--- config.mk ---
export PLATFORM = sky130hd
export DESIGN_NAME = univ_shift_reg
export DESIGN_NICKNAME = d
export VERILOG_FILES = /design/src/rtl/usr_pkg.sv /design/src/rtl/dff_ar.sv /design/src/rtl/univ_shift_reg.sv
export SDC_FILE = /design/constraint.sdc
export NUM_CORES = 1
export LEC_CHECK = 0
export ABC_CLOCK_PERIOD_IN_PS = 4100
export CAP_MARGIN = 5
export CORE_MARGIN = 2
export CORE_UTILIZATION = 49
export CTS_CLUSTER_DIAMETER = 120
export CTS_CLUSTER_SIZE = 25
export DETAILED_ROUTE_END_ITERATION = 10
export PLACE_DENSITY_LB_ADDON = 0.3
export SYNTH_ARGS = -nofsm -noshare
export SYNTH_HDL_FRONTEND = slang
export SYNTH_HIERARCHICAL = 1
export SYNTH_SLANG_ARGS = --single-unit
export TNS_END_PERCENT = 30
--- constraint.sdc ---
create_clock -name clk -period 4.1 [get_ports clk]
set_clock_uncertainty 0.1 [all_clocks]
set_input_delay 0.82 -clock clk [delete_from_list [all_inputs] [get_ports clk]]
set_output_delay 0.82 -clock clk [all_outputs]
set_load 0.01 [all_outputs]
--- src/rtl/usr_pkg.sv ---
// Shared mode encoding for the universal shift register.
package usr_pkg;

  localparam int MODE_W = 3;

  localparam logic [MODE_W-1:0] MODE_HOLD = 3'd0;
  localparam logic [MODE_W-1:0] MODE_LOAD = 3'd1;
  localparam logic [MODE_W-1:0] MODE_SHL  = 3'd2;
  localparam logic [MODE_W-1:0] MODE_SHR  = 3'd3;
  localparam logic [MODE_W-1:0] MODE_ROL  = 3'd4;
  localparam logic [MODE_W-1:0] MODE_ROR  = 3'd5;
  localparam logic [MODE_W-1:0] MODE_ASR  = 3'd6;
  localparam logic [MODE_W-1:0] MODE_CLR  = 3'd7;

endpackage

--- src/rtl/dff_ar.sv ---
// One storage bit: async active-high reset to a per-bit value, clock enable,
// and a separately registered complement so qbar never lags or glitches vs q.
module dff_ar #(
  parameter logic RST_VAL = 1'b0
) (
  input  logic clk,
  input  logic reset,
  input  logic en,
  input  logic d,
  output logic q,
  output logic qbar
);

  logic q_q;
  logic qbar_q;

  // Bit storage and its complement
  always_ff @(posedge clk or posedge reset) begin
    if (reset) begin
      q_q    <= RST_VAL;
      qbar_q <= ~RST_VAL;
    end else if (en) begin
      q_q    <= d;
      qbar_q <= ~d;
    end
  end

  assign q    = q_q;
  assign qbar = qbar_q;

endmodule

--- src/rtl/univ_shift_reg.sv ---
// WIDTH-bit universal shift register: hold/load/shift/rotate/arith-shift/clear,
// built from per-bit dff_ar cells with the next-state mux kept here.
module univ_shift_reg
  import usr_pkg::*;
#(
  parameter int                WIDTH       = 8,
  parameter logic [WIDTH-1:0]  RESET_VALUE = {WIDTH{1'b0}}
) (
  input  logic              clk,
  input  logic              reset,
  input  logic              en,
  input  logic [MODE_W-1:0] mode,
  input  logic [WIDTH-1:0]  d,
  input  logic              sin_lsb,
  input  logic              sin_msb,
  output logic [WIDTH-1:0]  q,
  output logic [WIDTH-1:0]  qbar,
  output logic              sout_msb,
  output logic              sout_lsb,
  output logic              zero
);

  logic [WIDTH-1:0] q_q;
  logic [WIDTH-1:0] qbar_q;
  logic [WIDTH-1:0] q_d;
  logic [WIDTH-1:0] shl_s, shr_s, rol_s, ror_s, asr_s;

  // Per-bit neighbour selection; end bits are elaborated separately so that
  // WIDTH = 1 collapses cleanly (rotates and ASR become identity).
  for (genvar i = 0; i < WIDTH; i++) begin : g_nbr
    if (i == 0) begin : g_lo
      assign shl_s[i] = sin_lsb;
      assign rol_s[i] = q_q[WIDTH-1];
    end else begin : g_lo_n
      assign shl_s[i] = q_q[i-1];
      assign rol_s[i] = q_q[i-1];
    end
    if (i == WIDTH-1) begin : g_hi
      assign shr_s[i] = sin_msb;
      assign ror_s[i] = q_q[0];
      assign asr_s[i] = q_q[WIDTH-1];
    end else begin : g_hi_n
      assign shr_s[i] = q_q[i+1];
      assign ror_s[i] = q_q[i+1];
      assign asr_s[i] = q_q[i+1];
    end
  end

  // Next-state mux
  always_comb begin
    q_d = q_q;
    case (mode)
      MODE_HOLD: q_d = q_q;
      MODE_LOAD: q_d = d;
      MODE_SHL:  q_d = shl_s;
      MODE_SHR:  q_d = shr_s;
      MODE_ROL:  q_d = rol_s;
      MODE_ROR:  q_d = ror_s;
      MODE_ASR:  q_d = asr_s;
      MODE_CLR:  q_d = {WIDTH{1'b0}};
      default:   q_d = q_q;
    endcase
  end

  for (genvar i = 0; i < WIDTH; i++) begin : g_bit
    dff_ar #(
      .RST_VAL (RESET_VALUE[i])
    ) u_ff (
      .clk  (clk),
      .reset(reset),
      .en   (en),
      .d    (q_d[i]),
      .q    (q_q[i]),
      .qbar (qbar_q[i])
    );
  end

  assign q        = q_q;
  assign qbar     = qbar_q;
  assign sout_msb = q_q[WIDTH-1];
  assign sout_lsb = q_q[0];
  assign zero     = (q_q == {WIDTH{1'b0}});

endmodule

-- Word level (Yosys, flattened, before mapping)
Cells that the tools add are included.
- add/sub/neg operators: 0
- magnitude comparators: 0
- equal/unequal tests: 7
- muxes and demuxes: 1
- multiply operators: 0
- shift operators: 0
- bitwise operators: 8
- reduce and logical (&&, ||, !) cells: 2
- div/mod/pow operators: 0
- operator list (cell ; number):
    one-hot mux 8 bit (8 select lines) ; 1
    == test 3 bit (second input constant) ; 4
    logical NOT 8 bit ; 1
    NOT 1 bit ; 8
    == test 3 x 2 -> 1 bit (second input constant) ; 2
    == test 3 x 1 -> 1 bit (second input constant) ; 1
    logical NOT 3 bit ; 1
- memories: 0
- bits of input ports: 16
- output and inout port bits: 19
- word-level logic and storage cells: 34
- latch bits: 0
- bits in read-only memories: 0
- memory bits (writable): 0
- bits in registers: 16

-- Longest topological paths before layout
- depth in word-level cells: 3
- mapped depth: 7
- mapped depth without buffers: 5

-- Cells and area by module
Netlist, hierarchy kept.
- modules (own cells, without submodules) (module ; sequential area each (µm²) ; area an instance (µm²) ; times used ; cells each):
    dff_ar ; 51.3 ; 83.8 ; 8 ; 6
    univ_shift_reg ; 0.0 ; 444.2 ; 1 ; 65

-- Worst setup path after synthesis
OpenSTA, ideal clock, no wires.
- kind: register -> output
- start: register g_bit[6].u_ff.q_q
- end: output port zero
- required time: 3180 ps
- buffers on the path: 0
- arrival time: 1135 ps
- stages on the path, launching flop included: 3
- setup slack: 2045 ps
- path through: dfrtp_1 -> or4_1 -> nor2_1
- cells in the longest elaborated chain, start to end: 1
- ends and longest elaborated chain (what ; line ; source):
    from (decl) ; dff_ar.sv:14 ; logic q_q;
    from (signal assigned) ; dff_ar.sv:20 ; q_q <= RST_VAL;
    from (signal assigned) ; dff_ar.sv:23 ; q_q <= d;
    logical NOT 8 bit ; univ_shift_reg.sv:82 ; assign zero = (q_q == {WIDTH{1'b0}});
    to (decl) ; univ_shift_reg.sv:20 ; output logic zero
No other way between the ends.

-- Final worst setup path
Ends and elaborated chain as after synthesis.

==> run_results.csv <==
group,metric,value,unit
cts,h-tree-depth,1,
detailed_routing,drtPass1Iterations,7,
critical_path,ff2ff_setup_slack,2.45,ns
detailed_routing,drc,2,
global_route,grt_pass1_wl,3800,um
critical_path,crit_chain,"or4_1, nor2_1, clkdlybuf4s50_1",
cells_and_area,stdcell_area,0.00146,sq mm
run_status,violations,"DRC",
cts,cts.repair.resized,0,
floorplan,fp.dieH,51.7,um
timing,max_freq,350,MHz
cts,clock_latency,0.28,ns
critical_path,crit_end,"zero",
synthesis,ys_types,26,
cts,cts_sinks,16,
synthesis,synth_area_per_cell,9.87,sq um
critical_path,worst-path-buf-inv,1,
critical_path,cp-startpoint,"g_bit[6].u_ff/q",
critical_path,worstRegToRegCells,5,
detailed_routing,antenna_left,0,
critical_path,critPathCaptureType,"primary output",
floorplan,row_count,17,
floorplan,fp.coreArea,0.00219,sq mm
synthesis,synth_edf_count,0,
timing,fin_crit_sh,69.7,%
synthesis,ys_ff_latch,16,
floorplan,die_w,51.7,um
detailed_routing,drtIter0Drc,16,
timing,max_slew.worst_pin.slew,1.01,ns
cts,cts_tree,"done",
timing,max_slew_margin,32.4,%
run_status,status,"finished, violations left",
timing,finalSetupViolations,0,
critical_path,crit_fanout,7,
global_route,grt_pass1_vias,849,
cells_and_area,drive_gt1_share,16.9,%
cells_and_area,multiInputGateArea,573,sq um
floorplan,start_util,50.9,%
cells_and_area,regArea,410,sq um
cts,cts_root_buf,"clkbuf_4",
critical_path,cp_data_required_time,3.18,ns
critical_path,cp_top_family,"simple AND/OR/NAND/NOR gates",
synthesis,yosysWarnings,6,
job,maxCapViolCount,0,
floorplan,ios,35,
cts,clk_pin_slew,0.10,ns
cells_and_area,areaGrowthSynthToFinish,30.5,%
timing,rsz0062_at_grt,"no",
synthesis,ys_seq_area_share,36.8,%
global_route,grt_max_degree,28,
cells_and_area,layout.nets,159,
cells_and_area,diodes,0,
detailed_routing,routed_wl,2450,um
synthesis,syn-num-nets,129,
critical_path,r2r-start,"g_bit[3].u_ff/q",
placement,hpwl,1810,um
cells_and_area,nFillCells,185,
synthesis,synthesis.area,0.00111,sq mm
global_route,grt-ovfl-total,0,
critical_path,r2r_end,"g_bit[4].u_ff/q",
synthesis,synthCells,113,
synthesis,synth_top_area_share,18.9,%
critical_path,cp.depth,3,
critical_path,crit_path_start_kind,"flop",
synthesis,synth_top_area_cell,"dfstp_2",
cts,cts_buffers,3,
floorplan,die-area,0.00267,sq mm
cts,post_cts_buffers,0,
global_route,antenna_found_initial,0,
cts,clk_path_buf_depth,2,
detailed_routing,viasPerCell,5.46,
detailed_routing,wl_per_cell,14.4,um
synthesis,synthFlopType,"dfstp_2",
power_and_ir_drop,leakage,0.690,nW
hold_path,min_path_type,"reg2reg",
timing,tns,0,ns
placement,place_area,0.00142,sq mm
detailed_routing,num_vias,929,
critical_path,cp_slowest_cell,"clkdlybuf4s50_1",
cts,hold_buffers,0,
synthesis,ys_async_sr_fraction,100,%
power_and_ir_drop,ir_worst_vdd,0.000219,V
critical_path,max_stage_delay,0.55,ns
timing,drv_slew,0,
synthesis,synth.area.top_cells,"dfstp_2, dfrtp_1, mux2_4",
timing,min_period,2.86,ns
placement,gp_congestion,0.795,
critical_path,worstPathArrival,1.94,ns
global_route,gr-usage-all-layers,19.0,%
critical_path,path_class,"reg2out",
timing,hold_viol,0,
placement,port_buffers,34,
power_and_ir_drop,p_per_area,405,mW/mm^2
hold_path,min_path_cells,2,
power by group:
part	switching, mW	total [mW]	internal [mW]
Clock	0.0512	0.105	0.0539
Combinational	0.0983	0.247	0.149
Sequential	0.0348	0.238	0.203
Total	0.184	0.590	0.406
worst reg2reg max path: stages, from the launching register on:
cell and delay [ns]:
dfrtp_1 0.43, nor2b_1 0.18, a21oi_1 0.17, nor2_1 0.05, a311o_1 0.35, mux2_4 0.27
registers in the layout, indices dropped and copies added, names as in the netlist:
name / cells
g_bit.u_ff/q: 8
g_bit.u_ff/qbar: 8
how the worst min path moves through the flow:
stage	from	to	slack [ns]
2_1_floorplan	g_bit[0].u_ff/qbar	g_bit[0].u_ff/qbar	0.37
3_3_place_gp	g_bit[3].u_ff/qbar	g_bit[3].u_ff/qbar	0.35
3_5_place_dp	g_bit[7].u_ff/qbar	g_bit[7].u_ff/qbar	0.35
4_1_cts	g_bit[7].u_ff/qbar	g_bit[7].u_ff/qbar	0.37
5_1_grt	g_bit[7].u_ff/qbar	g_bit[7].u_ff/qbar	0.38
6_report	g_bit[7].u_ff/qbar	g_bit[7].u_ff/qbar	0.37
kinds of logic after synthesis:
family,after synthesis,share of synthesized area (%)
AND/OR/NAND/NOR,25,12.2
AO/OA/AOI/OAI,26,14.7
XOR/XNOR,1,2.47
multiplexers,20,22.0
buffers and inverters,25,11.8
flip-flops,16,36.8
stage by stage:
step	cells	hold slack (ns)	power (mW)	util, %	setup slack [ns]
floorplan	113	0.370	0.373	-	2.04
global placement	166	0.353	0.481	64.8	1.05
detailed placement	166	0.355	0.489	64.8	1.00
CTS	170	0.373	0.595	66.4	1.21
global route	170	0.383	0.627	66.4	1.09
finish	170	0.369	0.590	66.4	1.24
synthesized netlist by cell type (4+ instances only):
library cell / number
a21oi_1: 11
a311o_1: 4
dfrtp_1: 8
dfstp_2: 8
inv_1: 16
mux2_4: 9
mux2i_1: 11
nor2_1: 8
nor2b_1: 5
nor3_1: 4
o21ai_1: 5
layer usage:
| layer | routed length, um | global-route usage, % |
|---|---|---|
| met5 | 0 | 0 |
| met4 | 13 | 3.95 |
| met3 | 103 | 3.45 |
| met2 | 1250 | 32.5 |
| met1 | 1080 | 25.2 |
placed cells by master (no fill, tap or decap):
master	n
a21o_1	1
a21oi_1	11
a221o_1	1
a22oi_1	2
a311o_1	4
a31oi_1	1
clkbuf_4	3
clkbuf_8	1
clkdlybuf4s50_1	34
dfrtp_1	8
dfstp_2	8
inv_1	16
mux2_4	9
mux2i_1	11
nand2_1	2
nand2b_1	1
nand3b_1	1
nor2_1	8
nor2b_1	5
nor3_1	4
nor3b_2	1
o21ai_0	1
o21ai_1	5
or2_2	1
or4_1	2
xnor2_4	1
layout make-up:
cell class              instances  area share, %
multi-input cells              72           39.4
repair buffers                 34           23.4
well taps                      28           2.41
inverters                      16           4.13
flip-flops and latches         16           28.2
clock buffers                   4           2.49
No activity file was read; power rests on OpenSTA's default activity.
